### config.mk
export PLATFORM = sky130hd
export DESIGN_NAME = logic_gates
export DESIGN_NICKNAME = d
export VERILOG_FILES = /design/src/rtl/logic_gates_pkg.sv /design/src/rtl/logic_gates_gate_slice.sv /design/src/rtl/logic_gates.sv
export SDC_FILE = /design/constraint.sdc
export NUM_CORES = 1
export LEC_CHECK = 0
export ABC_AREA = 1
export ABC_CLOCK_PERIOD_IN_PS = 1700
export BUFFER_PORTS_ARGS = -buffer_cell sky130_fd_sc_hd__buf_2
export CORE_AREA = 10 10 47 49
export DETAILED_ROUTE_END_ITERATION = 8
export DIE_AREA = 0 0 57 59
export HOLD_SLACK_MARGIN = 0.05
export PLACE_DENSITY = 0.54
export SKIP_LAST_GASP = 1
export SLEW_MARGIN = 30
export SYNTH_ARGS = -nofsm -noshare
export SYNTH_HDL_FRONTEND = slang
export SYNTH_SLANG_ARGS = --single-unit
### constraint.sdc
create_clock -name clk -period 1.7 [get_ports clk]
set_clock_uncertainty 0.15 [all_clocks]
set_input_delay 0.255 -clock clk [delete_from_list [all_inputs] [get_ports clk]]
set_output_delay 0.255 -clock clk [all_outputs]
set_load 0.01 [all_outputs]
### src/rtl/logic_gates_pkg.sv
// Shared constants for the registered logic-gate bank: gate index map and gate count.
package logic_gates_pkg;

   localparam int NUM_GATES = 8;

   localparam int GATE_AND  = 0;
   localparam int GATE_OR   = 1;
   localparam int GATE_NAND = 2;
   localparam int GATE_NOR  = 3;
   localparam int GATE_XOR  = 4;
   localparam int GATE_XNOR = 5;
   localparam int GATE_NOTA = 6;
   localparam int GATE_NOTB = 7;

endpackage : logic_gates_pkg

### src/rtl/logic_gates_gate_slice.sv
// One bit position of the gate bank: evaluates all eight gates of a single a/b bit pair.
module gate_slice
   import logic_gates_pkg::*;
(
   input  logic                 a,
   input  logic                 b,
   output logic [NUM_GATES-1:0] g
);

   always_comb begin
      g            = '0;
      g[GATE_AND]  = a & b;
      g[GATE_OR]   = a | b;
      g[GATE_NAND] = ~(a & b);
      g[GATE_NOR]  = ~(a | b);
      g[GATE_XOR]  = a ^ b;
      g[GATE_XNOR] = ~(a ^ b);
      g[GATE_NOTA] = ~a;
      g[GATE_NOTB] = ~b;
   end

endmodule : gate_slice

### src/rtl/logic_gates.sv
// Registered two-input gate bank: WIDTH gate slices feed one 8*WIDTH result register.
module logic_gates
   import logic_gates_pkg::*;
#(
   parameter int WIDTH = 1
) (
   input  logic                       clk,
   input  logic                       rst_n,
   input  logic                       en,
   input  logic [WIDTH-1:0]           A,
   input  logic [WIDTH-1:0]           B,
   output logic [NUM_GATES*WIDTH-1:0] Y,
   output logic                       y_vld
);

   logic [NUM_GATES-1:0]       slice_g [WIDTH];
   logic [NUM_GATES*WIDTH-1:0] y_scatter;

   logic [NUM_GATES*WIDTH-1:0] y_d, y_q;
   logic                       y_vld_d, y_vld_q;

   for (genvar i = 0; i < WIDTH; i++) begin : g_slice
      gate_slice u_gate_slice (
         .a (A[i]),
         .b (B[i]),
         .g (slice_g[i])
      );
   end

   // Bit i of gate g lands in field g, so each field reads as a WIDTH-bit gate result.
   always_comb begin
      y_scatter = '0;
      for (int g = 0; g < NUM_GATES; g++) begin
         for (int i = 0; i < WIDTH; i++) begin
            y_scatter[g*WIDTH + i] = slice_g[i][g];
         end
      end
   end

   always_comb begin
      y_d     = y_q;
      y_vld_d = y_vld_q;
      if (en) begin
         y_d     = y_scatter;
         y_vld_d = 1'b1;
      end
   end

   always_ff @(posedge clk) begin
      if (!rst_n) begin
         y_q     <= '0;
         y_vld_q <= 1'b0;
      end else begin
         y_q     <= y_d;
         y_vld_q <= y_vld_d;
      end
   end

   assign Y     = y_q;
   assign y_vld = y_vld_q;

endmodule : logic_gates

* After elaboration in Yosys (flattened, before gate mapping)
Index checks and enable logic that the tools add are counted.
** Storage, ports and cells
- Flip-flop bits (word level) :: 9
- Output and inout port bits :: 9
- Logic and storage cells :: 10
** Cells by class
- Bitwise operators :: 8
** Operators by type and width (number)
- 1-bit inverter :: 5
- 1-bit bitwise AND :: 1
- 1-bit OR :: 1
- 1-bit XOR :: 1

* Longest topological paths before layout
- Depth in word-level cells :: 2
- Depth in mapped cells :: 5

* By module
From an unflattened synthesis, not the netlist that was laid out.
** Unflattened totals
- Cell total of the unflattened synthesis :: 62
- Area, all modules :: 449.2 um2
** Modules (own cells, without submodules)
- logic_gates :: times used 1, area each 380.4 um2, cells an instance 53
- gate_slice :: times used 1, area each 68.8 um2, cells an instance 9

* Least setup slack after synthesis
No wires, ideal clock.
- Path kind :: in2reg
- Start :: in A
- End :: reg y_q[4], in the netlist Y[4]
- Arrival time :: 690 ps
- Slack :: 744 ps
- Stages on the path :: 4
- Library setup time :: 116 ps
- Cell sequence :: inv_1 ha_1 nand2_1 a21oi_1
** Between the ends
- Longest elaborated chain between the ends :: 1
** Ends and longest elaborated chain
- from (decl) :: RTL line logic_gates.sv:10 : input logic [WIDTH-1:0] A,
- 1-bit XOR :: RTL line logic_gates_gate_slice.sv:16 : g[GATE_XOR] = a ^ b;
- net g_slice[0].u_gate_slice.g[4] :: RTL line logic_gates_gate_slice.sv:7 : output logic [NUM_GATES-1:0] g
- to (signal assigned) :: RTL line logic_gates.sv:54 : y_q <= y_d;
- to (decl) :: RTL line logic_gates.sv:19 : logic [NUM_GATES*WIDTH-1:0] y_d, y_q;
The timed path passes the listed nets, and every way through them passes these cells.
A chain may end at the register's enable or synchronous reset.

* Worst setup path after layout
- Start :: reg y_q[4], in the netlist Y[4]
- End :: out Y[4]
** RTL lines
- to (decl) :: RTL line logic_gates.sv:12 : output logic [NUM_GATES*WIDTH-1:0] Y,
No word-level cell between the ends.

==> metrics <==
Hold Crit Depth=3; Cell variety after synth=8; status=completed; R2R depth=2; Final Util=0.338; Worst-Margin Slew=0.231 ns; post-route antenna net violation count=0; Detailed Routing Iterations Pass 1=2; initial antenna violation count=0; Post-Place Cells=76; crit path from=Y[4]; sequential share of the synthesized area=0.483; clock root cell=clkbuf_4; routed len/inst=9.70 microns; Buffers on Ports=13; most frequent cells in the layout=16 x nor2_1, 13 x buf_2, 11 x nand2_1, 9 x dfxtp_1; Die Area=0.00336 sq mm; hold path startpoint=rst_n; slowest stage delay, CP=0.33 ns; Worst EP arrival=0.72 ns; Final setup viols=0; Die Y=59 microns; register bit count reported by yosys=9; PD cells=973 mW/mm^2; worst-path cell chain=buf_2; r2r endpoint=Y[3]; largest net degree at the start of global routing=15; Slew headroom=0.846; MaxCap Viol Count=0; commonest non-fill, non-tap cell in the layout=nor2_1; Max Fclk=886 MHz; vias per inst=3.96; row count=14; clock latency on the worst-skew pair=0.26 ns; WP buf/inv=1; n_diodes=0; Core ar.=0.00140 sq mm; Initial Utilization=0.266; CP Launch Type=flop; total grt overflow=0; first-pass GRT wire length=1390 microns; R2R Setup Slk=0.96 ns; post-layout min period=1.13 ns; H-tree Lvls=1; RSZ-0062 raised after global routing=no; synth top area cells=dfxtp_1 48%, nor2_1 16%, ha_1 13%; Mapped Avg Cell Area=7.77 sq um; worst setup path category=reg -> out; CTS sink cnt=9; hpwl dp=589 microns; synth warn=0; DRC Markers=0; post-CTS setup buffers=0; chip width=57 microns; hold buffers post-CTS=0; layout cells sized above 1=0.266; Slowest cell on crit path=dfxtp_1; clk slew on worst S/H paths=0.07 ns; post-cts resize count=0; RR Startpoint=Y[3]; fillers=158; worst path required time=1.29 ns; hold endpoint=Y[7]; TritonCTS clock tree=done; Yosys top cell by area=dfxtp_1; Post-Syn Area=373 sq um; NumNets Final=74; total power=0.462 mW; fin crit share=0.664; peak fanout along the critical path=2; CTS max path bufs=2; Hold Fails Final Rpt=0; Synth Instances=48; CP delay by family, top=flip-flops; pins over their slew limit=0; Cell Count, Final, Fillers Out=80; Num CTS Buffers=3; routed vias=317; Yosys top cell area share=0.483; Setup crit end kind=output pin; HP Class=in -> reg; global-route total usage across every layer=0.0532; final WL=776 microns; Syn Nets=57; maximum vdd drop=0.405 mV; IO Pins=14; gp weighted congestion=0.694; number of global-route vias before repair=354; WHS=0.124 ns; Starting DRT DRC Count=2; LEAKAGE=0.267 nW; Setup TNS=0 ns; area grow syn2layout=27.2%
-- where the power goes --
group / switching [mW] / internal [mW] / leakage, nW
Sequential: 0.00595 / 0.226 / 0.0749
Combinational: 0.0377 / 0.0254 / 0.174
Clock: 0.0798 / 0.0868 / 0.0177
Total: 0.123 / 0.338 / 0.267
-- through the flow --
step / cell area [sq um] / setup WS, ns
after global placement: 447 / 0.574
after CTS: 474 / 0.550
after global routing: 474 / 0.515
after detailed placement: 447 / 0.542
after floorplan: 373 / 0.744
final: 474 / 0.572
-- cell type report --
class / count / area (sq um) / share of cell area
inverters: 4 / 15.0 / 0.0317
multi-input cells: 34 / 166 / 0.351
clock buffers: 3 / 22.5 / 0.0475
repair buffers: 13 / 65.1 / 0.137
well taps: 16 / 20.0 / 0.0422
flip-flops and latches: 9 / 180 / 0.380
clock inverters: 1 / 5.00 / 0.0106
-- layer usage --
metal / global-route usage / vias up / part of all wire
met3: 0.0386 / 0 / 0.11
met5: 0 / - / 0
li1: - / 174 / -
met1: 0.0560 / 133 / 0.51
met2: 0.0713 / 10 / 0.38
met4: 0.0403 / 0 / 0
-- sequential cells by signal, summed over array words and instances (netlist names) --
register  cells
Y             8
y_vld         1
-- synth_stat cells --
cell type,instances
a21oi_1,1
buf_6,1
dfxtp_1,9
ha_1,4
inv_1,4
nand2_1,11
nor2_1,16
o21ai_0,2
-- worst max path at each step --
stage / end / cells past startpoint
floorplan: Y[4] / 4
global placement: Y[5] / 6
detailed placement: Y[5] / 6
CTS: Y[6] / 1
global route: Y[6] / 1
finish: Y[4] / 1
-- kinds of logic (layout without fill, tap and decap cells) --
kind of cell / count (synthesis) / count (layout) / synth area share
flip-flops: 9 / 9 / 0.483
AND/OR/NAND/NOR: 27 / 27 / 0.272
AO/OA/AOI/OAI: 3 / 3 / 0.0403
adder cells (fa/ha/maj): 4 / 4 / 0.134
buffers and inverters: 5 / 21 / 0.0705
(Power assumes the default switching activity.)
